`src/rtl/pa_ifu_icache_refill_ctrl.sv`:
```
// I-cache line refill controller: critical-word-first beat capture,
// one-cycle write stage into the data array, fetch read arbitration.
module pa_ifu_icache_refill_ctrl (
  input  logic        forever_cpuclk,
  input  logic        cpurst_b,
  input  logic        refill_req_vld,
  input  logic [31:0] refill_req_addr,
  input  logic        refill_req_way,
  input  logic        biu_ifu_rdata_vld,
  input  logic [31:0] biu_ifu_rdata,
  input  logic        biu_ifu_rerr,
  input  logic        ifu_rd_req,
  input  logic [12:0] ifu_rd_idx,
  output logic        ifu_rd_gnt,
  output logic [1:0]  icache_data_cen,
  output logic [1:0]  icache_data_wen,
  output logic [12:0] icache_data_idx,
  output logic [31:0] icache_data_din,
  output logic        refill_busy,
  output logic        refill_done,
  output logic        refill_err
);

  typedef enum logic {
    IDLE   = 1'b0,
    REFILL = 1'b1
  } state_t;

  state_t      state;
  logic [10:0] set_q;
  logic        way_q;
  logic [1:0]  wptr;
  logic [1:0]  bcnt;
  logic        wr_vld;
  logic        wr_way;
  logic [12:0] wr_idx;
  logic [31:0] wr_data;
  logic        req_acc;
  logic        beat_acc;
  logic        addr_unused;

  assign refill_busy = (state == REFILL) | wr_vld;

  // the last write cycle still counts as busy, so no back-to-back accept
  assign req_acc  = (state == IDLE) & refill_req_vld & ~wr_vld;
  assign beat_acc = (state == REFILL) & biu_ifu_rdata_vld;

  assign ifu_rd_gnt = cpurst_b & ifu_rd_req
                    & ~refill_busy & ~refill_req_vld;

  assign addr_unused = ^{refill_req_addr[31:15],
                         refill_req_addr[1:0]};

  // refill FSM, beat capture and the registered write stage
  always_ff @(posedge forever_cpuclk or negedge cpurst_b) begin
    if (!cpurst_b) begin
      state       <= IDLE;
      set_q       <= '0;
      way_q       <= 1'b0;
      wptr        <= '0;
      bcnt        <= '0;
      wr_vld      <= 1'b0;
      wr_way      <= 1'b0;
      wr_idx      <= '0;
      wr_data     <= '0;
      refill_done <= 1'b0;
      refill_err  <= 1'b0;
    end else begin
      wr_vld      <= 1'b0;
      refill_done <= 1'b0;
      refill_err  <= 1'b0;
      unique case (state)
        IDLE: begin
          if (req_acc) begin
            state <= REFILL;
            set_q <= refill_req_addr[14:4];
            way_q <= refill_req_way;
            wptr  <= refill_req_addr[3:2];
            bcnt  <= 2'd0;
          end
        end
        REFILL: begin
          if (beat_acc) begin
            if (biu_ifu_rerr) begin
              state      <= IDLE;
              refill_err <= 1'b1;
            end else begin
              wr_vld  <= 1'b1;
              wr_way  <= way_q;
              wr_idx  <= {set_q, wptr};
              wr_data <= biu_ifu_rdata;
              wptr    <= wptr + 2'd1;
              bcnt    <= bcnt + 2'd1;
              if (bcnt == 2'd3) begin
                state       <= IDLE;
                refill_done <= 1'b1;
              end
            end
          end
        end
      endcase
    end
  end

  // array port mux: refill write, else granted read, else quiet
  always_comb begin
    icache_data_cen = 2'b00;
    icache_data_wen = 2'b00;
    icache_data_idx = '0;
    icache_data_din = '0;
    unique case (1'b1)
      wr_vld: begin
        icache_data_cen = {wr_way, ~wr_way};
        icache_data_wen = {wr_way, ~wr_way};
        icache_data_idx = wr_idx;
        icache_data_din = wr_data;
      end
      ifu_rd_gnt: begin
        icache_data_cen = 2'b11;
        icache_data_idx = ifu_rd_idx;
      end
      default: begin
        icache_data_cen = 2'b00;
      end
    endcase
  end

endmodule

```
`config.mk`:
```
export PLATFORM = sky130hd
export DESIGN_NAME = pa_ifu_icache_refill_ctrl
export DESIGN_NICKNAME = d
export VERILOG_FILES = /design/src/rtl/pa_ifu_icache_refill_ctrl.sv
export SDC_FILE = /design/constraint.sdc
export NUM_CORES = 1
export LEC_CHECK = 0
export CORE_UTILIZATION = 44
export DETAILED_ROUTE_END_ITERATION = 8
export PLACE_DENSITY = 0.85
export SLEW_MARGIN = 25
export SYNTH_ARGS = -nofsm -noshare
export SYNTH_HDL_FRONTEND = slang
export SYNTH_SLANG_ARGS = --single-unit
```
`constraint.sdc`:
```
create_clock -name forever_cpuclk -period 2.09 [get_ports forever_cpuclk]
set_input_delay 0.209 -clock forever_cpuclk [delete_from_list [all_inputs] [get_ports forever_cpuclk]]
set_output_delay 0.209 -clock forever_cpuclk [all_outputs]
set_load 0.03 [all_outputs]
```
[Word-level counts from Yosys, hierarchy flattened]
Cells that the tools add are included.
Storage, ports and cells
  register bits: 66
  output and inout port bits: 53
  logic and storage cells: 60
Cells by class
  multiplexer cells: 27
  equality and inequality tests: 4
  add/subtract/negate cells: 2
  reduce and logical (&&, ||, !) cells: 3
  bitwise operators: 13
Operators by type and width (count)
  32-bit two-way mux: 1
  13-bit case mux with 2 select lines: 1
  1-bit two-way mux: 14
  2-bit two-way mux: 7
  2-bit case mux with 2 select lines: 3
  1-bit AND: 6
  1-bit NOT: 6
  3-bit AND reduction: 2
  2-bit by 1-bit adder with 2-bit output, second input constant: 2
  2-bit inequality test, second input constant: 2
  2-bit equality test, second input constant: 1
  2-bit by 1-bit inequality test with 1-bit output, second input constant: 1
  1-bit case mux with 2 select lines: 1
  2-bit AND reduction: 1
  1-bit OR: 1

[Depth between registers and ports, before layout]
  word-level depth: 5
  depth in mapped cells: 6
  depth with buffers taken out: 4

[Worst setup path before layout]
Ideal clock, no wire load.
  path type: reg2out
  start: reg state
  end: out icache_data_idx[10]
  data arrival time: 1507 ps
  slack: 374 ps
  data required time: 1881 ps
  cell stages (with the launch flop): 5
  path buffers: 1
  path through: dfrtp_1 -> or2_4 -> nor3_4 -> buf_6 -> a22o_1
On the way
  longest elaborated chain between the ends: 5
RTL lines
  start, declared: RTL line 29  | state_t state;
  start signal, assigned: RTL line 57  | state <= IDLE;
  start signal, assigned: RTL line 75  | state <= REFILL;
  start signal, assigned: RTL line 85  | state <= IDLE;
  1-bit OR: RTL line 42  | assign refill_busy = (state == REFILL) | wr_vld;
  named net refill_busy: RTL line 19  | output logic refill_busy,
  1-bit NOT: RTL line 49  | & ~refill_busy & ~refill_req_vld;
  1-bit AND (2 in a row): RTL line 49
  named net ifu_rd_gnt: RTL line 14  | output logic ifu_rd_gnt,
  13-bit case mux with 2 select lines: RTL line 111  | unique case (1'b1)
  end, declared: RTL line 17  | output logic [12:0] icache_data_idx,
The timed path passes the listed nets, and every way through them passes these cells.

[Worst setup path in the final report]
  start: reg state
  end: out icache_data_idx[8]
On the way
  longest elaborated chain between the ends: 5
RTL lines (RTL line)
  1-bit OR: 42
  1-bit NOT: 49
  1-bit AND (2 in a row): 49
  13-bit case mux with 2 select lines: 111
Every way passes these cells.

==> results_dict.tcl <==
set metrics [dict create \
    cts.sinks 66 \
    crit_cells 5 \
    layout_setup_ws_ps 115 \
    arrival_ps 1770 \
    critPathSlowestCell "dfrtp_2" \
    grt_first_pass_wirelength_um 11100 \
    worst_pin_slew_ps 805 \
    slew_headroom 0.464 \
    cts-htree-levels 3 \
    switching_share 0.337 \
    busiest_layer "met2" \
    fin_total_pwr_w 0.00443 \
    utilization 0.663 \
    drc 0 \
    path_class "flip-flop to primary output" \
    min_path_type "input pin to async pin" \
    critPathMostFrequentCell "buf_4" \
    hold_viol_final 0 \
    fin_cells 512 \
    r2r_cells 4 \
    vias 2418 \
    crit_fanout 11 \
    endpoint_kind "primary output" \
    drt-pass1-iter-count 4 \
    power_density_mw_per_mm2 1050 \
    crit_end "icache_data_idx[8]" \
    wl_per_cell_um 12.8 \
    p_leak_nw 2.21 \
    use_met1 0.241 \
    r2r_slack_ps 590 \
    drv_cap 0 \
    placed_cells 496 \
    grt_usage 0.201 \
    fin_crit_ps 1980 \
    path_buf_inv 2 \
    grt_max_degree 67 \
    die_height_um 83.4 \
    outcome "finished, final reports clean" \
    skew_ps 6.03 \
    dieWidth_um 83.4 \
    ant_nets 0 \
    drive_gt1_frac 0.230 \
    cts_made_buffers 9 \
    final_max_slew_viol_count 0 \
    syn_area_mm2 0.00291 \
    setup_viol 0 \
    place_hpwl_um 4840 \
    place_ws_ps 418 \
    root_buffer "clkbuf_8" \
    crit_start "state" \
    synth.distinct_cells 26 \
    power.share.clock 0.203 \
    fmax_mhz 506 \
    insertion_delay_ps 330 \
    cpPeakStageDelay_ps 460 \
    async_flop_share 1.00 \
    drt_iter0_drc 86 \
    ys_seq_elements 66 \
    worstReg2RegStart "wr_vld" \
    pin_count 137 \
    rsz0062_at_grt "false" \
    syn_area_per_cell_um2 9.52 \
    combPwrFrac 0.317 \
    gp_congestion 0.711 \
    hold_buffers 0 \
    worst_setup_path_start_kind "flip-flop" \
    cts_tree "yes" \
    yosysWarningCount 0 \
    antennaDiodeCount 0 \
    die_area_mm2 0.00695 \
    path_delay_family "simple AND/OR/NAND/NOR gates" \
    grt-ovfl-total 0 \
    syn_nets 391 \
    nets 515 \
    yosysTopAreaCell "dfrtp_1" \
    via_per_inst 4.72 \
    power.switching_w 0.00149 \
    synth_area_leaders "dfrtp_1, nand2_1, and2_1" \
    portBuffers 117 \
    cts.path.max_buffers 2 \
    yosysTopAreaCellShare 0.567 \
    crit_path_cell_trace "or2_4 -> nor3_4 -> buf_4 -> a22o_1 -> buf_4" \
    grtUsageMet2 0.341 \
    vdd_drop_max_mv 0.570 \
    power_frac_seq 0.480 \
    area.growth.synth_to_final_pct 45.3 \
    path_clk_slew_ps 70 \
    reg2reg_to "set_q[8]" \
    gr-usage-met3 0.0577 \
    ys_seq_area_frac 0.567 \
    layout_worst_path_cycle_share 0.945 \
    synth_ff_type "dfrtp_1" \
    start_util 0.456 \
    yosysMostFrequentCell "nand2_1" \
    synth_edf_count 0 \
    grt_pass1_vias 2476 \
    netlist_top_cells_count "nand2_1, dfrtp_1, and2_1" \
    antenna_found_initial 0 \
    rows 29 \
    worstPathRequired_ps 1880 \
    core_mm2 0.00639 \
    synthCells 306 \
    wl_um 6540 \
    internal_power_w 0.00294 \
    fin_tns_setup_ps 0 \
]
[power by group through the flow]
stage          Sequential [W]  Clock (W)  Combinational [W]
2_1_floorplan         0.00205          0           0.000946
3_3_place_gp          0.00212          0            0.00137
3_5_place_dp          0.00214          0            0.00143
4_1_cts               0.00212   0.000932            0.00143
5_1_grt               0.00220   0.000997            0.00156
6_report              0.00213   0.000899            0.00141
[state kept, by name (all words and copies together), names as in the netlist]
signal / count
wptr: 2
way_q: 1
wr_vld: 1
wr_data: 32
wr_idx: 13
state: 1
refill_done: 1
bcnt: 2
wr_way: 1
refill_err: 1
set_q: 11
[logic make-up after synthesis]
family,after synthesis,share of synthesized area
mux,16,0.0601
compound gates,18,0.0502
flops,66,0.567
fa+ha+maj,1,0.00429
buf+inv,20,0.0322
simple gates,184,0.283
xor+xnor,1,0.00301
[how the worst min path moves through the flow]
stage / from / endpoint / depth (start not counted)
4_1_cts: cpurst_b / wr_idx[5] / 2
6_report: cpurst_b / wr_data[6] / 2
5_1_grt: cpurst_b / refill_done / 2
3_3_place_gp: set_q[9] / wr_idx[11] / 2
3_5_place_dp: set_q[2] / wr_idx[4] / 2
2_1_floorplan: cpurst_b / bcnt[0] / 0
[layer usage]
layer  share of wire  wire, µm
met5               0         0
met1            0.44      2850
met3           0.069       454
met4           0.013        85
met2            0.48      3150
[stage by stage]
stage,hold WS [ps],area [µm²]
3_3_place_gp,445,4060
5_1_grt,164,4240
6_report,109,4240
2_1_floorplan,-86.6,2910
4_1_cts,121,4230
3_5_place_dp,453,4060
[final cells by class]
cell class	instances	area (µm²)
fillers	534	2150
flip-flops and latches	66	1650
multi-input cells	220	1170
repair buffers	130	1140
clock buffers	10	138
well taps	77	96.3
clock inverters	6	32.5
inverters	3	11.3
[what timing repair did]
| item | in CTS | in global routing |
|---|---|---|
| endpoints found under the setup margin | 0 | 1 |
| gates resized for setup | 0 | 1 |
| setup buffers | 0 | 0 |
[cells in the final DEF, fill, tap and decap left out, types with 2 or more instances in the layout]
master / n
mux2_2: 12
clkdlybuf4s50_1: 65
clkbuf_8: 10
a21o_1: 3
or2_2: 2
dfrtp_1: 65
nand2_1: 137
and3_1: 2
clkinv_2: 5
o21ai_0: 2
buf_4: 64
nor2b_1: 2
nand3b_1: 2
a22o_1: 13
mux2i_1: 4
inv_1: 2
and2_1: 34
Note: power is estimated with default switching activity, not from simulation.
